`src/rtl/wb_pkg.sv`:
```
// wb_pkg: shared writeback-queue types, widths and pointer helper.
//   WB_DATA_W  - default result width
//   WB_ADDR_W  - default register-number width
//   wb_entry_t - one queued result {rd, data}
//   wb_ptr_inc - wrap-around pointer increment
package wb_pkg;

    localparam int WB_DATA_W = 32;
    localparam int WB_ADDR_W = 5;

    typedef struct packed {
        logic [WB_ADDR_W-1:0] rd;
        logic [WB_DATA_W-1:0] data;
    } wb_entry_t;

    function automatic int wb_ptr_inc(input int ptr, input int depth);
        return (ptr + 1) % depth;
    endfunction

endpackage

```
`src/rtl/wb_match.sv`:
```
// wb_match: DEPTH-way youngest-first forwarding comparator over the queue entries.
//   rd_i, data_i - entry storage, indexed by slot
//   valid_i      - per-slot occupancy mask
//   head_i       - slot of the oldest entry
//   lookup_i     - register number to look up (0 never hits)
//   hit_o        - some valid entry targets lookup_i
//   data_o       - data of the youngest matching entry, 0 when no hit
module wb_match
    import wb_pkg::*;
#(
    parameter int DEPTH  = 4,
    parameter int DATA_W = WB_DATA_W,
    parameter int ADDR_W = WB_ADDR_W,
    parameter int PW     = $clog2(DEPTH)
) (
    input  logic [ADDR_W-1:0] rd_i   [DEPTH],
    input  logic [DATA_W-1:0] data_i [DEPTH],
    input  logic [DEPTH-1:0]  valid_i,
    input  logic [PW-1:0]     head_i,
    input  logic [ADDR_W-1:0] lookup_i,
    output logic              hit_o,
    output logic [DATA_W-1:0] data_o
);

    logic [PW-1:0] slot;

    // Walk oldest to youngest; a later match overwrites an earlier one so the
    // youngest entry wins. Slot wrap comes free from PW-bit truncation.
    always_comb begin
        hit_o  = 1'b0;
        data_o = '0;
        slot   = head_i;
        for (int k = 0; k < DEPTH; k++) begin
            slot = head_i + PW'(k);
            if (valid_i[slot] && rd_i[slot] == lookup_i && lookup_i != '0) begin
                hit_o  = 1'b1;
                data_o = data_i[slot];
            end
        end
    end

endmodule

```
`src/rtl/wb_queue.sv`:
```
// wb_queue: in-order writeback queue feeding the register-file write port,
// with forwarding lookups over entries not yet written.
//   clock, reset                - clock, synchronous active-high reset
//   in_valid/in_ready           - result handshake; in_rd/in_data carry the result
//   drain_en                    - allow the head entry to be written this cycle
//   rf_regwrite/rf_write_reg/rf_write_data - register-file write port
//   lookup_rs1/2, hit1/2, fwd_data1/2      - forwarding lookups
//   count                       - number of queued entries
// Macro WB_QUEUE_BYPASS_EN builds the forwarding comparators; without it the
// lookup ports are ignored and hit*/fwd_data* read 0.
module wb_queue
    import wb_pkg::*;
#(
    parameter int DEPTH  = 4,
    parameter int DATA_W = WB_DATA_W,
    parameter int ADDR_W = WB_ADDR_W
) (
    input  logic                     clock,
    input  logic                     reset,
    input  logic                     in_valid,
    output logic                     in_ready,
    input  logic [ADDR_W-1:0]        in_rd,
    input  logic [DATA_W-1:0]        in_data,
    input  logic                     drain_en,
    output logic                     rf_regwrite,
    output logic [ADDR_W-1:0]        rf_write_reg,
    output logic [DATA_W-1:0]        rf_write_data,
    input  logic [ADDR_W-1:0]        lookup_rs1,
    input  logic [ADDR_W-1:0]        lookup_rs2,
    output logic                     hit1,
    output logic                     hit2,
    output logic [DATA_W-1:0]        fwd_data1,
    output logic [DATA_W-1:0]        fwd_data2,
    output logic [$clog2(DEPTH):0]   count
);

    localparam int PW = $clog2(DEPTH);
    localparam int CW = PW + 1;
    localparam logic [CW-1:0] FULL = CW'(DEPTH);

    logic [ADDR_W-1:0] rd_q   [DEPTH];
    logic [ADDR_W-1:0] rd_d   [DEPTH];
    logic [DATA_W-1:0] data_q [DEPTH];
    logic [DATA_W-1:0] data_d [DEPTH];
    logic [PW-1:0]     head_q, head_d, tail_q, tail_d;
    logic [CW-1:0]     count_q, count_d;
    logic              live, nonempty, push, pop;

    // Every output reads as idle while reset is held, even if entries were queued.
    assign live     = !reset;
    assign nonempty = count_q != '0;
    assign in_ready = live && count_q != FULL;
    // x0 results complete the handshake but are never stored.
    assign push     = in_valid && in_ready && in_rd != '0;
    assign pop      = live && nonempty && drain_en;

    assign rf_regwrite   = pop;
    assign rf_write_reg  = (live && nonempty) ? rd_q[head_q]   : '0;
    assign rf_write_data = (live && nonempty) ? data_q[head_q] : '0;
    assign count         = live ? count_q : '0;

    always_comb begin
        rd_d    = rd_q;
        data_d  = data_q;
        head_d  = head_q;
        tail_d  = tail_q;
        count_d = count_q + CW'(push) - CW'(pop);
        if (push) begin
            rd_d[tail_q]   = in_rd;
            data_d[tail_q] = in_data;
            tail_d         = PW'(wb_ptr_inc(int'(tail_q), DEPTH));
        end
        if (pop) begin
            head_d = PW'(wb_ptr_inc(int'(head_q), DEPTH));
        end
        if (reset) begin
            head_d  = '0;
            tail_d  = '0;
            count_d = '0;
        end
    end

    always_ff @(posedge clock) begin
        rd_q    <= rd_d;
        data_q  <= data_d;
        head_q  <= head_d;
        tail_q  <= tail_d;
        count_q <= count_d;
    end

`ifdef WB_QUEUE_BYPASS_EN
    logic [DEPTH-1:0] valid;

    // A slot is occupied when its age (distance from head) is below count.
    // The popping head stays valid: the register file still returns the old value.
    always_comb begin
        valid = '0;
        for (int i = 0; i < DEPTH; i++) begin
            valid[i] = live && (CW'(PW'(PW'(i) - head_q)) < count_q);
        end
    end

    wb_match #(.DEPTH(DEPTH), .DATA_W(DATA_W), .ADDR_W(ADDR_W)) u_match1 (
        .rd_i     (rd_q),
        .data_i   (data_q),
        .valid_i  (valid),
        .head_i   (head_q),
        .lookup_i (lookup_rs1),
        .hit_o    (hit1),
        .data_o   (fwd_data1)
    );

    wb_match #(.DEPTH(DEPTH), .DATA_W(DATA_W), .ADDR_W(ADDR_W)) u_match2 (
        .rd_i     (rd_q),
        .data_i   (data_q),
        .valid_i  (valid),
        .head_i   (head_q),
        .lookup_i (lookup_rs2),
        .hit_o    (hit2),
        .data_o   (fwd_data2)
    );
`else
    logic unused_lookup;

    assign unused_lookup = ^{lookup_rs1, lookup_rs2};
    assign hit1          = 1'b0;
    assign hit2          = 1'b0;
    assign fwd_data1     = '0;
    assign fwd_data2     = '0;
`endif

endmodule

```
`config.mk`:
```
export PLATFORM = sky130hd
export DESIGN_NAME = wb_queue
export DESIGN_NICKNAME = d
export VERILOG_FILES = /design/src/rtl/wb_pkg.sv /design/src/rtl/wb_match.sv /design/src/rtl/wb_queue.sv
export SDC_FILE = /design/constraint.sdc
export NUM_CORES = 1
export LEC_CHECK = 0
export ABC_AREA = 1
export CAP_MARGIN = 10
export CORE_UTILIZATION = 45
export CTS_CLUSTER_SIZE = 8
export DETAILED_ROUTE_END_ITERATION = 16
export GPL_TIMING_DRIVEN = 0
export PLACE_DENSITY = 0.76
export REMOVE_ABC_BUFFERS = 1
export SKIP_LAST_GASP = 1
export SLEW_MARGIN = 20
export SYNTH_ARGS = -nofsm -noshare
export SYNTH_HDL_FRONTEND = slang
export SYNTH_HIERARCHICAL = 1
export SYNTH_SLANG_ARGS = --single-unit
```
`constraint.sdc`:
```
create_clock -name clock -period 3.18 [get_ports clock]
set_input_delay 0.636 -clock clock [delete_from_list [all_inputs] [get_ports clock]]
set_output_delay 0.636 -clock clock [all_outputs]
set_load 0.03 [all_outputs]
```
==> flow_summary_export.csv <==
group,metric,value,unit
timing,finalWorstSetupSlack,89.2,ps
run,timing.max_cap.violations,0,
die,core,0.0146,mm^2
timing,hold_viol,0,
global_routing,grt_overflow,0,
timing,setup_viol,0,
route,drc,0,
power,p_seq_frac,0.420,
timing,max_freq,324,MHz
setup_path,cpMostUsedCell,"clkdlybuf4s50_1",
worst_hold_path,hold_class,"reg -> reg",
cts,cts-root-buf,"clkbuf_16",
timing,clock-skew-final,6.02,ps
yosys,syn_area_per_cell,11.7,um^2
yosys,synth_top_area_cell,"edfxtp_1",
placed_design,pre_cts_slack,-551,ps
cts,cts_sinks,155,
run_status,outcome,"finished, final reports clean",
yosys,synthFlopType,"edfxtp_1",
power,p_int,0.00400,W
setup_path,start_kind,"input port",
setup_path,path_delay_family,"buffers and inverters",
timing,post-route-period-util,0.972,
die,rows,44,
global_routing,grt_pass1_wl,20800,um
setup_path,required,2540,ps
route,wl,13300,um
cts,clockBufferDepth,2,
power,swShare,0.322,
die,die-height,124,um
cts,cts_buffers,17,
yosys,syn_area,0.00673,mm^2
route,drt.antenna.violating_nets,0,
yosys,synth-edff-count,148,
timing,rsz0062_at_grt,"no",
setup_path,worstPathCellList,"clkdlybuf4s50_1 -> inv_2 -> nand3_1 -> inv_1 -> clkdlybuf4s50_1",
route,wl_per_cell,15.6,um
timing,relSlewSlack,0.483,
cells_and_area,drive_gt1_frac,0.0781,
setup_path,cp-end-kind,"output port",
placed_design,place_hpwl,7810,um
setup_path,cp_num_buf_inv,4,
die,ios,159,
power,p_sw,0.00190,W
route,vias,4203,
power,power_density,725,mW/mm^2
yosys,syn-instance-count,573,
cts,htree_levels,4,
global_routing,grt_max_degree,76,
timing,whs,534,ps
setup_path,slowest_stage,"clkdlybuf4s50_1",
setup_path,cpPeakStageDelay,700,ps
setup_path,crit_path_max_fanout,7,
yosys,async_flop_share,0,
cts,path_clk_slew,60,ps
die,initial_core_util,0.461,
cells_and_area,final_util,0.558,
yosys,synthTopCellsByArea,"edfxtp_1 (66%), nor2_1 (9.0%), buf_4 (7.9%), a21oi_1 (3.0%), o21ai_1 (3.0%)",
global_routing,track_usage,0.180,
cells_and_area,final.fill_count,1165,
global_routing,antenna_found_initial,0,
power,pwr-share-comb,0.258,
cts,clk_latency,430,ps
setup_path,crit_type,"in -> out",
yosys,ys_ff_latch,155,
route,dr.first_iter.drc_count,301,
die,die_w,124,um
yosys,yosysSeqAreaShare,0.681,
power,peakVddDrop,504,uV
global_routing,grt_pass1_vias,4176,
power,power_leakage,3.23,nW
cells_and_area,nets,711,
cells_and_area,antennaDiodeCount,0,
timing,slew_violations,0,
power,pwr-share-clk,0.323,
yosys,synthTopCellsByCount,"nor2_1 (162), edfxtp_1 (148), buf_4 (71)",
cells_and_area,area_delta_synth_final,21.0,%
route,drtPass1Iterations,4,
timing,min_period,3090,ps
placed_design,numPortBuffers,82,
route,vias_per_cell,4.94,
die,die-area,0.0155,mm^2
setup_path,arrival,2450,ps
cts,cts_tree,"built",
yosys,ys_types,23,
timing,worstMarginPinSlew,773,ps
yosys,synth_most_common_cell,"nor2_1",
yosys,yosysWarnings,6,
yosys,synth_top_area_share,0.660,
placed_design,routabilityCongestion,0.716,
## worst paths after layout
check	from	endpoint	slack, ps	depth (start not counted)
min	tail_q[1]$_SDFFE_PP0P_	tail_q[1]$_SDFFE_PP0P_	530	2
max	reset	rf_regwrite	90	5
min reg2reg	tail_q[1]$_SDFFE_PP0P_	tail_q[1]$_SDFFE_PP0P_	530	2
max reg2reg	count_q[1]$_SDFF_PP0_	count_q[2]$_SDFF_PP0_	870	12
## final cells by class
cell class | count | area (um^2) | area share
well taps | 184 | 230 | 0.0283
flip-flops and latches | 155 | 4590 | 0.564
inverters | 18 | 82.6 | 0.0101
multi-input cells | 372 | 1690 | 0.207
clock inverters | 13 | 129 | 0.0158
repair buffers | 89 | 996 | 0.122
clock buffers | 19 | 433 | 0.0531
## through the flow
step / total power [W] / instance area, um^2 / instances / TNS [ps]
2_1_floorplan: 0.00344 / 6290 / 545 / -12590
3_3_place_gp: 0.00401 / 7340 / 811 / -352620
3_5_place_dp: 0.00408 / 7540 / 817 / -17240
4_1_cts: 0.00595 / 8120 / 850 / 0
5_1_grt: 0.00616 / 8150 / 850 / 0
6_report: 0.00591 / 8150 / 850 / 0
## state kept, by name, summed over array words and instances (netlist names)
name,count
count_q,3
data_q,128
head_q,2
rd_q,20
tail_q,2
## cell families (layout without fill, tap and decap cells)
| logic type | Yosys count | count (layout) | synth area share |
|---|---|---|---|
| XOR/XNOR | 1 | 1 | 0.00242 |
| AND/OR/NAND/NOR | 183 | 183 | 0.105 |
| adder cells (fa/ha/maj) | 7 | 7 | 0.0141 |
| other | 1 | 66 | 0.000557 |
| AO/OA/AOI/OAI | 115 | 115 | 0.0855 |
| flip-flops | 155 | 155 | 0.681 |
| buffers and inverters | 111 | 139 | 0.111 |
## routing by layer
metal	part of all wire	wire length [um]	global-route usage	up-vias
met5	0	0	0	-
met3	0.057	752	0.0473	19
met2	0.51	6820	0.319	177
li1	-	-	-	1997
met4	0.017	223	0.0773	0
met1	0.41	5470	0.204	2010
## what timing repair did
action	CTS	global route
hold buffers	0	0
endpoints found under the setup margin	37	13
hold endpoints to repair	0	0
setup buffers	1	0
gates resized for setup	31	13
## tightest hold or removal path, cell delays in order, from the launching register on
cell     delay [ps]
dfxtp_1         340
nand3_1         100
nand2_1          50
## power groups by stage
stage,sequential (W),clock (W),combinational [W]
2_1_floorplan,0.00253,0,0.000907
3_3_place_gp,0.00257,0,0.00144
3_5_place_dp,0.00253,0,0.00155
4_1_cts,0.00248,0.00193,0.00155
5_1_grt,0.00249,0.00201,0.00166
6_report,0.00248,0.00191,0.00152
## placed cells by master, fill, tap and decap left out
cell type | synthesis | final
nor2_1 | 162 | 158
edfxtp_1 | 148 | 148
conb_1 | 1 | 66
clkdlybuf4s50_1 | 0 | 45
o21ai_1 | 40 | 40
a21oi_1 | 40 | 40
o21ai_0 | 35 | 35
dlygate4sd2_1 | 0 | 24
clkbuf_16 | 0 | 17
inv_1 | 14 | 14
nand2_1 | 13 | 13
dlymetal6s2s_1 | 0 | 13
ha_1 | 6 | 6
clkinv_2 | 0 | 6
dfxtp_1 | 7 | 5
buf_16 | 0 | 5
nor2_4 | 0 | 4
clkinvlp_4 | 0 | 4
nand3_1 | 3 | 3
inv_2 | 4 | 2
nand2_2 | 3 | 2
bufinv_16 | 0 | 2
clkbuf_1 | 4 | 2
dfxtp_4 | 0 | 2
inv_12 | 0 | 1
inv_4 | 0 | 1
nand2_8 | 0 | 1
nand3_2 | 1 | 1
nand4_1 | 1 | 1
xor2_2 | 1 | 1
fa_1 | 1 | 1
clkinv_4 | 0 | 1
buf_12 | 0 | 1
buf_8 | 1 | 1
No activity file was read; power rests on OpenSTA's default activity.
